[src/rtl/decoder_scan_ctrl.sv]
// rtl/decoder_scan_ctrl.sv - multiplexed 8-digit scan controller driving a 3-8 decoder select
module decoder_scan_ctrl #(
  parameter int CLK_DIV      = 50000,
  parameter int BLANK_CYCLES = 16
) (
  input  logic        sys_clk,
  input  logic        sys_rst,
  input  logic        en,
  input  logic [7:0]  digit_mask,
  input  logic [31:0] data,
  output logic [2:0]  sel,
  output logic [7:0]  dig_en,
  output logic [3:0]  seg_nibble,
  output logic        frame_done
);

  localparam int CNT_MAX = (CLK_DIV > BLANK_CYCLES) ? CLK_DIV : BLANK_CYCLES;
  localparam int CW      = $clog2(CNT_MAX);

  typedef enum logic [1:0] {IDLE, SHOW, BLANK} state_t;

  state_t         state_q;
  logic [CW-1:0]  cnt_q;
  logic [7:0]     mask_q;
  logic [31:0]    data_q;
  logic [2:0]     sel_q;
  logic [7:0]     dig_en_q;
  logic [3:0]     seg_q;
  logic           frame_done_q;

  logic [2:0]     first_sel_d;
  logic [2:0]     next_sel_d;
  logic           wrap_d;

  function automatic logic [2:0] lowest_bit(input logic [7:0] m);
    logic [2:0] r;
    r = 3'd0;
    for (int i = 7; i >= 0; i--) begin
      if (m[i]) r = 3'(i);
    end
    return r;
  endfunction

  // Circular search from sel+1; the last candidate (offset 8) is sel itself,
  // so a single-bit mask reselects the same digit and counts as a wrap.
  always_comb begin
    next_sel_d = sel_q;
    for (int i = 8; i >= 1; i--) begin
      if (mask_q[3'(sel_q + 3'(i))]) next_sel_d = 3'(sel_q + 3'(i));
    end
    wrap_d      = (next_sel_d <= sel_q);
    first_sel_d = lowest_bit(digit_mask);
  end

  always_ff @(posedge sys_clk) begin
    frame_done_q <= 1'b0;
    if (sys_rst) begin
      state_q  <= IDLE;
      cnt_q    <= '0;
      mask_q   <= '0;
      data_q   <= '0;
      sel_q    <= '0;
      dig_en_q <= '0;
      seg_q    <= '0;
    end else begin
      case (state_q)
        IDLE: begin
          dig_en_q <= '0;
          cnt_q    <= '0;
          if (en && digit_mask != 8'h00) begin
            mask_q   <= digit_mask;
            data_q   <= data;
            sel_q    <= first_sel_d;
            seg_q    <= data[{first_sel_d, 2'b00} +: 4];
            dig_en_q <= 8'h01 << first_sel_d;
            state_q  <= SHOW;
          end
        end
        SHOW: begin
          if (!en) begin
            state_q  <= IDLE;
            dig_en_q <= '0;
            cnt_q    <= '0;
          end else if (cnt_q == CW'(CLK_DIV - 1)) begin
            state_q  <= BLANK;
            dig_en_q <= '0;
            cnt_q    <= '0;
          end else begin
            cnt_q <= cnt_q + 1'b1;
          end
        end
        BLANK: begin
          if (!en) begin
            state_q <= IDLE;
            cnt_q   <= '0;
          end else if (cnt_q == CW'(BLANK_CYCLES - 1)) begin
            cnt_q <= '0;
            if (wrap_d) begin
              // Frame boundary: take a fresh snapshot and restart from its lowest digit.
              frame_done_q <= 1'b1;
              mask_q       <= digit_mask;
              data_q       <= data;
              if (digit_mask == 8'h00) begin
                state_q <= IDLE;
              end else begin
                sel_q    <= first_sel_d;
                seg_q    <= data[{first_sel_d, 2'b00} +: 4];
                dig_en_q <= 8'h01 << first_sel_d;
                state_q  <= SHOW;
              end
            end else begin
              sel_q    <= next_sel_d;
              seg_q    <= data_q[{next_sel_d, 2'b00} +: 4];
              dig_en_q <= 8'h01 << next_sel_d;
              state_q  <= SHOW;
            end
          end else begin
            cnt_q <= cnt_q + 1'b1;
          end
        end
        default: begin
          state_q  <= IDLE;
          dig_en_q <= '0;
          cnt_q    <= '0;
        end
      endcase
    end
  end

  assign sel        = sel_q;
  assign dig_en     = dig_en_q;
  assign seg_nibble = seg_q;
  assign frame_done = frame_done_q;

endmodule

[config.mk]
export PLATFORM = sky130hd
export DESIGN_NAME = decoder_scan_ctrl
export DESIGN_NICKNAME = d
export VERILOG_FILES = /design/src/rtl/decoder_scan_ctrl.sv
export SDC_FILE = /design/constraint.sdc
export NUM_CORES = 1
export LEC_CHECK = 0
export BUFFER_PORTS_ARGS = -buffer_cell sky130_fd_sc_hd__buf_4
export CORE_MARGIN = 2
export CORE_UTILIZATION = 35
export DETAILED_ROUTE_END_ITERATION = 8
export GPL_ROUTABILITY_DRIVEN = 1
export GPL_TIMING_DRIVEN = 0
export PLACE_DENSITY = 0.64
export SETUP_SLACK_MARGIN = 0.5
export SYNTH_ARGS = -nofsm -noshare
export SYNTH_HDL_FRONTEND = slang
export SYNTH_SLANG_ARGS = --single-unit
export TNS_END_PERCENT = 50
[constraint.sdc]
create_clock -name sys_clk -period 4.8 [get_ports sys_clk]
set_clock_uncertainty 0.15 [all_clocks]
set_input_delay 0.96 -clock sys_clk [delete_from_list [all_inputs] [get_ports sys_clk]]
set_output_delay 0.96 -clock sys_clk [all_outputs]
set_load 0.01 [all_outputs]
==> impl_metrics.py <==
metrics = {
    "outcome": {
        "status": "finished clean",
    },
    "sta": {
        "period_needed_ps": 4510,
        "final_hold_viol_count": 0,
        "setup_viol": 0,
        "period_share": 0.940,
        "relSlewSlack": 0.271,
        "rsz0062_at_grt": "true",
        "worst_slew_pin_slew_ps": 1080,
        "slew_violations": 0,
        "fmax_ghz": 0.222,
    },
    "global_routing": {
        "track_usage": 0.198,
        "grt_antenna_before_repair": 0,
        "grt_pass1_wl_mm": 21.9,
        "grt_pass1_vias": 4324,
        "grt_max_degree": 14,
        "gr-total-overflow": 0,
    },
    "floorplanning": {
        "die_h_um": 118,
        "rows": 41,
        "dieArea_um2": 13800,
        "start_util": 0.358,
        "ios": 59,
        "core-area_um2": 12600,
        "die_x_um": 118,
    },
    "critical_path": {
        "cp_cell_sequence": "buf_8, buf_12, inv_6, ha_4, buf_8, mux4_2, buf_6, mux2i_1, o21ai_0, o2bb2ai_2, o21ai_4, inv_4, buf_8, ha_4, nor2b_1, o21a_1, o211ai_1, nor3_2, o21ai_2, nor2_1, o211a_1, a2111oi_2",
        "rrSetupSlack_ps": 290,
        "end_kind": "flip-flop",
        "start_kind": "flip-flop",
        "crit_arrival_ps": 4600,
        "r2r_cells": 22,
        "cpMostUsedCell": "buf_8",
        "path_class": "flip-flop to flip-flop",
        "cp_slowest_stage_delay_ps": 560,
        "required_ps": 4890,
        "r2r-end": "seg_nibble[1]$_SDFFE_PP0P_",
        "slowest_stage": "mux4_2",
        "cp_max_fo": 5,
        "r2r-start": "sel[0]$_SDFFE_PP0P_",
    },
    "logic_synthesis": {
        "synth_cells": 481,
        "yosysWarnings": 0,
        "ys.flop_type": "dfxtp_1",
        "ys_seq_area_frac": 0.328,
        "synthDistinctLibCells": 64,
        "syn_nets": 534,
        "synth-edff-count": 0,
        "synthArstFlopShare": 0,
        "synth_area_um2": 4510,
        "ys_seq_elements": 74,
        "postSynthAreaPerCell_um2": 9.39,
    },
    "finish": {
        "mostFrequentLayoutCell": "buf_4",
        "n_antenna_cell": 0,
        "nFillCells": 1177,
        "syn2layout_area_growth_pct": 37.1,
        "finish.net_count": 641,
        "final_cell_mix": "87 x buf_4, 72 x nor2_1, 72 x dfxtp_1",
        "drive_gt1_frac": 0.315,
        "final_util": 0.490,
    },
    "placement": {
        "dpl.hpwl_mm": 9.45,
        "place_congestion": 0.853,
        "port_buffers": 56,
    },
    "routing": {
        "viasPerCell": 5.51,
        "route.detailed.drc": 0,
        "routed_wl_mm": 13.8,
        "wl_per_cell_um": 18.1,
        "drt_iter0_drc": 281,
        "first_pass_iters": 4,
        "num_vias": 4218,
        "ant_nets": 0,
    },
    "clock_network": {
        "clock_latency_ps": 340,
        "numCtsBuffers": 9,
        "hold_buffers": 0,
        "clk_path_buf_depth": 2,
        "clk_pin_slew_ps": 60,
        "clock_sinks": 74,
        "root_buffer": "clkbuf_16",
        "cts_tree": "done",
        "htreeDepth": 3,
    },
    "power": {
        "power.density_nw_per_um2": 440,
        "p_leak_nw": 2.61,
        "max-vdd-ir-drop_v": 0.000237,
        "p_total_w": 0.00272,
    },
    "min_path": {
        "min_path_cells": 1,
        "whs_endpoint": "cnt_q[0]$_SDFF_PP0_",
        "min_from": "cnt_q[0]$_SDFF_PP0_",
        "holdCritPathClass": "flip-flop to flip-flop",
    },
    "flow_run": {
        "max-cap-violations": 0,
    },
}
## registers in the layout, indices dropped and copies added, names as in the netlist
signal,count
dig_en,8
state_q,2
seg_nibble,4
data_q,32
mask_q,8
sel,3
cnt_q,16
frame_done,1
## synthesized netlist by cell type, drive strengths merged, types with 3 or more instances
master	count	area, um2
xnor2	9	97.6
nand3	16	80.1
a211oi	8	60.1
buf	7	47.5
and3	8	50.1
o31ai	3	22.5
and2	3	18.8
o211ai	8	60.1
a21oi	16	80.1
mux2i	54	553
dfxtp	74	1480
o22ai	3	18.8
o211a	5	50.1
o21ai	17	85.1
nor2b	4	25.0
nor4	3	18.8
clkbuf	22	82.6
mux2	8	93.8
xor2	9	78.8
mux4	19	454
ha	10	125
a31oi	6	37.5
a32oi	5	43.8
nand2	20	75.1
nor2	72	270
a221o	4	40.0
a221oi	3	32.5
or3	5	31.3
nor3	9	61.3
a2111oi	3	32.5
inv	21	78.8
## logic make-up after synthesis
group           Yosys count  synth area share
fa+ha+maj                10            0.0277
mux                      81             0.244
compound gates           99             0.162
xor+xnor                 18            0.0391
simple gates            148             0.152
flops                    74             0.328
buf+inv                  51            0.0471
## critical path, delay by kind of cell, from the launching register on
family          cells  cell delay [ps]
compound gates      8             1730
simple gates        3              290
buf+inv             7              680
mux                 2              720
flops               1              360
fa+ha+maj           2              460
## how the worst max path moves through the flow
stage	from	endpoint	slack (ps)	depth (start not counted)
5_1_grt	sel[0]$_SDFFE_PP0P_	seg_nibble[1]$_SDFFE_PP0P_	110	19
3_5_place_dp	sel[1]$_SDFFE_PP0P_	seg_nibble[3]$_SDFFE_PP0P_	-830	20
6_report	sel[0]$_SDFFE_PP0P_	seg_nibble[1]$_SDFFE_PP0P_	290	22
2_1_floorplan	sel[1]$_SDFFE_PP0P_	seg_nibble[3]$_SDFFE_PP0P_	170	21
3_3_place_gp	sel[1]$_SDFFE_PP0P_	seg_nibble[3]$_SDFFE_PP0P_	-750	21
4_1_cts	sel[0]$_SDFFE_PP0P_	data_q[29]$_SDFFE_PP0P_	340	22
## layer usage
layer	vias up	GRT usage	routed length [um]
met4	0	0.0813	304
met2	137	0.344	7100
li1	1993	-	-
met1	2058	0.234	5690
met5	-	0	0
met3	30	0.0475	752
## through the flow
step                setup WS, ps  instance area (um2)  hold WS [ps]  instances  TNS [ps]
floorplan                    166                 4630           263        481         0
global placement            -748                 5260           274        709    -24800
detailed placement          -826                 5260           284        709    -29330
CTS                          341                 5990           292        753         0
global route                 114                 6190           321        765         0
finish                       289                 6190           290        765         0
## cell type report
type | count | area [um2] | share of cell area
Tap cell | 172 | 215 | 0.0348
Inverter | 22 | 93.8 | 0.0152
Clock inverter | 7 | 68.8 | 0.0111
Clock buffer | 9 | 225 | 0.0364
Timing Repair Buffer | 96 | 797 | 0.129
Sequential cell | 74 | 1490 | 0.241
Multi-Input combinational cell | 356 | 3050 | 0.493
Buffer | 29 | 246 | 0.0398
## timing repair
item / CTS / global route
buffers inserted: 25 / 11
gates resized for setup: 47 / 22
endpoints found under the setup margin: 57 / 56
cloned: 3 / 1
pin swaps: 18 / 5
## power breakdown
| part | internal (W) | switching (W) | total, W |
|---|---|---|---|
| logic | 0.000672 | 0.000665 | 0.00134 |
| registers | 0.000672 | 0.0000417 | 0.000714 |
| clock network | 0.000401 | 0.000271 | 0.000672 |
(Power assumes the default switching activity.)
